===== src/rtl/alu_op_sequencer.sv =====
// alu_op_sequencer: command FIFO feeding a READ/EXEC/WRITE sequencer for the regfile/ALU datapath; define ALU_SEQ_OP_COUNT_EN to add a saturating op_count output
module alu_op_sequencer #(
    parameter int REG_ADDR_BITS = 3,
    parameter int CMD_DEPTH     = 4
) (
    input  logic                     clk,
    input  logic                     reset,
    input  logic                     cmd_valid,
    output logic                     cmd_ready,
    input  logic [3:0]               cmd_op,
    input  logic [REG_ADDR_BITS-1:0] cmd_src_a,
    input  logic [REG_ADDR_BITS-1:0] cmd_src_b,
    input  logic [REG_ADDR_BITS-1:0] cmd_dest,
    output logic [REG_ADDR_BITS-1:0] reg_addr_a,
    output logic [REG_ADDR_BITS-1:0] reg_addr_b,
    output logic [3:0]               alu_control,
    output logic                     reg_write_en,
    output logic [REG_ADDR_BITS-1:0] reg_write_addr,
    input  logic                     alu_carry,
    input  logic                     alu_low,
    input  logic                     alu_overflow,
    input  logic                     alu_neg,
    input  logic                     alu_zero,
    output logic [4:0]               flags,
    output logic                     busy,
    output logic                     done_pulse,
`ifdef ALU_SEQ_OP_COUNT_EN
    output logic                     illegal_op,
    output logic [15:0]              op_count
`else
    output logic                     illegal_op
`endif
);
    localparam int PW = $clog2(CMD_DEPTH);
    localparam int EW = 4 + 3 * REG_ADDR_BITS;
    localparam logic [3:0] OP_CMP  = 4'd4;
    localparam logic [3:0] OP_LAST = 4'd8;

    typedef enum logic [1:0] {IDLE, READ, EXEC, WRITE} state_t;

    state_t                   r_state;
    state_t                   w_next;
    logic [EW-1:0]            r_fifo [CMD_DEPTH];
    logic [PW-1:0]            r_wr_ptr;
    logic [PW-1:0]            r_rd_ptr;
    logic [PW:0]              r_count;
    logic [3:0]               r_op;
    logic [3:0]               r_alu_ctl;
    logic [REG_ADDR_BITS-1:0] r_src_a;
    logic [REG_ADDR_BITS-1:0] r_src_b;
    logic [REG_ADDR_BITS-1:0] r_dest;
    logic [REG_ADDR_BITS-1:0] r_wr_addr;
    logic [4:0]               r_flags;
    logic                     r_illegal;
    logic [EW-1:0]            w_head;
    logic                     w_push;
    logic                     w_pop;
    logic                     w_legal;

    assign reg_addr_a     = r_src_a;
    assign reg_addr_b     = r_src_b;
    assign alu_control    = r_alu_ctl;
    assign reg_write_addr = r_wr_addr;
    assign flags          = r_flags;
    assign illegal_op     = r_illegal;

    // Handshake, pop decision, next state and per-state strobes
    always_comb begin
        cmd_ready    = r_count != (PW+1)'(CMD_DEPTH);
        w_push       = cmd_valid && cmd_ready;
        w_pop        = (r_state == IDLE || r_state == WRITE) && r_count != '0;
        w_head       = r_fifo[r_rd_ptr];
        w_legal      = w_head[EW-1 -: 4] <= OP_LAST;
        w_next       = r_state == READ ? EXEC : r_state == EXEC ? WRITE : (w_pop && w_legal) ? READ : IDLE;
        reg_write_en = r_state == WRITE && r_op != OP_CMP;
        done_pulse   = r_state == WRITE;
        busy         = r_state != IDLE || r_count != '0;
    end

    // FIFO storage; contents need no reset since occupancy gates every read
    always_ff @(posedge clk) begin
        if (w_push) r_fifo[r_wr_ptr] <= {cmd_op, cmd_src_a, cmd_src_b, cmd_dest};
    end

    // State register and FIFO pointers, wrapping naturally at the power-of-two depth
    always_ff @(posedge clk or negedge reset) begin
        if (!reset) begin
            r_state  <= IDLE;
            r_wr_ptr <= '0;
            r_rd_ptr <= '0;
            r_count  <= '0;
        end else begin
            r_state  <= w_next;
            r_wr_ptr <= w_push ? r_wr_ptr + PW'(1) : r_wr_ptr;
            r_rd_ptr <= w_pop ? r_rd_ptr + PW'(1) : r_rd_ptr;
            r_count  <= r_count + (PW+1)'(w_push) - (PW+1)'(w_pop);
        end
    end

    // Current command, staged ALU control and write address, flag latch, illegal pulse
    always_ff @(posedge clk or negedge reset) begin
        if (!reset) begin
            r_op      <= '0;
            r_src_a   <= '0;
            r_src_b   <= '0;
            r_dest    <= '0;
            r_alu_ctl <= '0;
            r_wr_addr <= '0;
            r_flags   <= '0;
            r_illegal <= 1'b0;
        end else begin
            r_illegal <= w_pop && !w_legal;
            if (w_pop && w_legal) {r_op, r_src_a, r_src_b, r_dest} <= w_head;
            if (r_state == READ) r_alu_ctl <= r_op;
            if (r_state == EXEC && r_op != OP_CMP) r_wr_addr <= r_dest;
            if (r_state == WRITE) r_flags <= {alu_carry, alu_low, alu_overflow, alu_neg, alu_zero};
        end
    end

`ifdef ALU_SEQ_OP_COUNT_EN
    logic [15:0] r_op_count;

    assign op_count = r_op_count;

    // Completed legal commands, saturating at all ones
    always_ff @(posedge clk or negedge reset) begin
        if (!reset) r_op_count <= '0;
        else if (done_pulse && r_op_count != 16'hFFFF) r_op_count <= r_op_count + 16'd1;
    end
`endif
endmodule


===== config.mk =====
export PLATFORM = sky130hd
export DESIGN_NAME = alu_op_sequencer
export DESIGN_NICKNAME = d
export VERILOG_FILES = /design/src/rtl/alu_op_sequencer.sv
export SDC_FILE = /design/constraint.sdc
export NUM_CORES = 1
export LEC_CHECK = 0
export CAP_MARGIN = 20
export CORE_ASPECT_RATIO = 0.5
export CORE_MARGIN = 1.5
export CORE_UTILIZATION = 50
export CTS_CLUSTER_SIZE = 10
export DETAILED_ROUTE_END_ITERATION = 10
export GPL_TIMING_DRIVEN = 0
export PLACE_DENSITY = 0.73
export SLEW_MARGIN = 20
export SYNTH_ARGS = -nofsm -noshare
export SYNTH_HDL_FRONTEND = slang
export SYNTH_SLANG_ARGS = --single-unit

===== constraint.sdc =====
create_clock -name clk -period 5.19 [get_ports clk]
set_input_delay 0.7785 -clock clk [delete_from_list [all_inputs] [get_ports clk]]
set_output_delay 0.7785 -clock clk [all_outputs]
set_load 0.02 [all_outputs]

==> flow_summary.yaml <==
clock_network:
  cts_setup_buffers: 0
  cts.clk_slew.worst_paths_ns: 0.06
  cts_buffer_depth: 2
  cts_tree: "built"
  cts_max_level: 3
  cts_num_sinks: 87
  cts_resized: 0
  cts_hold_buf: 0
  numCtsBuffers: 9
  ctsRootBufferMaster: "clkbuf_16"
  clk_latency_ns: 0.33
power:
  peakVddDrop_v: 0.0002584
  total_power_mw: 2.912
  cellPowerDensity_nw_per_um2: 675.5
  power_leakage_nw: 1.654
grt:
  grt_max_degree: 34
  grt_pass1_vias: 1757
  antenna_found_initial: 0
  overflow: 0
  grt_pass1_wl_um: 8783
  grt_usage_pct: 16.81
cells_and_area:
  fillCellCount: 475
  layout-drive-gt1-share_pct: 22.36
  final_area_um2: 4312
  fin_nets: 263
  mostFrequentLayoutCells: "edfxtp_1 (52), clkdlybuf4s50_1 (42), dfrtp_1 (35)"
  fin_util_pct: 64.60
  final_common_cell: "edfxtp_1"
  area_delta_synth_final_pct: 25.54
  diodes: 0
critical_path:
  end_kind: "output pin"
  r2r-start: "r_state[0]"
  r2r_cells: 10
  rrSetupSlack_ns: 2.91
  crit_type: "register to output pin"
  r2r-end: "r_count[2]"
  cp_max_fo: 7
  arrival_ns: 1.81
  crit_required_ns: 4.41
  startpoint_type: "register"
timing:
  clock.fmax_ghz: 0.3866
  final.setup_skew_ns: 0.008147
  max_slew_margin_pct: 49.56
  finalMaxSlewViolations: 0
  rsz0062_at_grt: "no"
  fin_crit_ns: 2.586
  report.final.hold_viol_count: 0
  tightest_slew_ns: 0.7565
  tns_ns: 0
  setup_viol: 0
  final.period_utilization_pct: 49.83
synth:
  synth_area_um2: 3435
  syn_nets: 208
  syn_avg_cell_area_um2: 19.40
  synth_cells: 177
  yosysWarnings: 0
  synth_cell_type_count: 25
  ys_ff_latch: 87
  ys_seq_area_share_pct: 70.97
drt:
  drt_iter0_drc: 78
  firstDrtPassIters: 4
  via_per_inst: 5.143
  drt_wl_total_um: 5452
  final_antenna_net_count: 0
  drc: 0
  vias: 1692
  wl_per_cell_um: 16.57
floorplan:
  die_width_um: 120.2
  die_area_um2: 7406
  row_count: 21
  core_area_um2: 6674
  die_y_um: 61.61
  ioPinCount: 44
  initial_core_util_pct: 51.46
flow_run:
  cap_violations: 0
placement:
  io_buffer_count: 43
  gp_routability_congestion: 0.6775
  place_area_um2: 3995
  hpwl_um: 3626
hold_path:
  hp-class: "input pin to asynchronous set/reset pin"
status:
  outcome: "finished, final reports clean"
worst max-delay path by stage:
| stage | from | to | slack, ns |
|---|---|---|---|
| 2_1_floorplan | r_state[0] | r_count[2] | 3.04 |
| 3_5_place_dp | cmd_valid | r_count[2] | 2.39 |
| 4_1_cts | r_state[0] | reg_write_en | 2.57 |
| 6_report | r_state[0] | reg_write_en | 2.60 |
| 3_3_place_gp | cmd_valid | r_count[2] | 2.43 |
| 5_1_grt | r_op[1] | reg_write_en | 2.43 |
critical path: stages (launching register included):
cell and delay (ns):
dfrtp_1 0.38, ha_1 0.33, nor2b_1 0.17, clkdlybuf4s50_1 0.60
per-layer routing:
metal	part of all wire [%]	GRT usage [%]	wire [um]
met1	45	20.53	2465
met2	48	28.33	2631
met3	4.6	5.185	252
met4	1.9	8.571	102
met5	0	0	0
registers in the layout (all words and copies together) (netlist names), 3 cells and up:
name / count
r_dest: 3
alu_control: 4
flags: 5
r_count: 3
reg_addr_b: 3
r_fifo: 52
reg_addr_a: 3
reg_write_addr: 3
r_op: 4
area by class of cell:
| class | count | area, um2 | share of cell area [%] |
|---|---|---|---|
| buffer | 6 | 38.79 | 0.8996 |
| clock buffer | 12 | 246.5 | 5.717 |
| clock inverter | 4 | 70.07 | 1.625 |
| inverter | 6 | 22.52 | 0.5223 |
| multi-input combinational | 78 | 935.9 | 21.71 |
| sequential | 87 | 2437 | 56.53 |
| tap | 92 | 115.1 | 2.670 |
| timing repair buffer | 44 | 445.4 | 10.33 |
per-stage QoR:
step | setup WS (ns) | hold slack (ns) | std cells
floorplan | 3.036 | 0.4541 | 177
global placement | 2.434 | 0.4738 | 312
detailed placement | 2.390 | 0.4886 | 313
CTS | 2.567 | 0.2323 | 329
global route | 2.434 | 0.2305 | 329
finish | 2.604 | 0.2439 | 329
cell families after synthesis:
family	share of synthesized area, %
compound gates	0.9107
xor+xnor	1.530
fa+ha+maj	3.862
buf+inv	1.785
flops	70.97
mux	17.81
simple gates	3.133
synth_stat cells:
cell type   n  share of area (%)
mux4_2     13                8.5
ha_1        9                3.3
mux2_4     10                4.4
mux2_2      9                3.0
buf_6       2               0.66
mux2_1      6                2.0
and3_1      4               0.73
edfxtp_1   52                 45
buf_2       1               0.15
nor4b_1     1               0.26
nand2_1     3               0.33
nand2b_1    1               0.18
o31ai_4     1               0.62
clkbuf_1    3               0.33
nand2_2     1               0.18
nor2_1      7               0.77
inv_1       6               0.66
nor2b_1     1               0.18
and2_1      1               0.18
dfrtp_1    35                 26
a21oi_1     2               0.29
or2_1       1               0.18
fa_1        1               0.58
xnor2_1     6                1.5
nor3_1      1               0.15
power breakdown:
part / switching [mW] / total [mW] / internal (mW)
Clock: 0.234 / 0.666 / 0.433
Sequential: 0.116 / 1.10 / 0.982
Combinational: 0.538 / 1.15 / 0.611
Note: power is estimated with default switching activity, not from simulation.
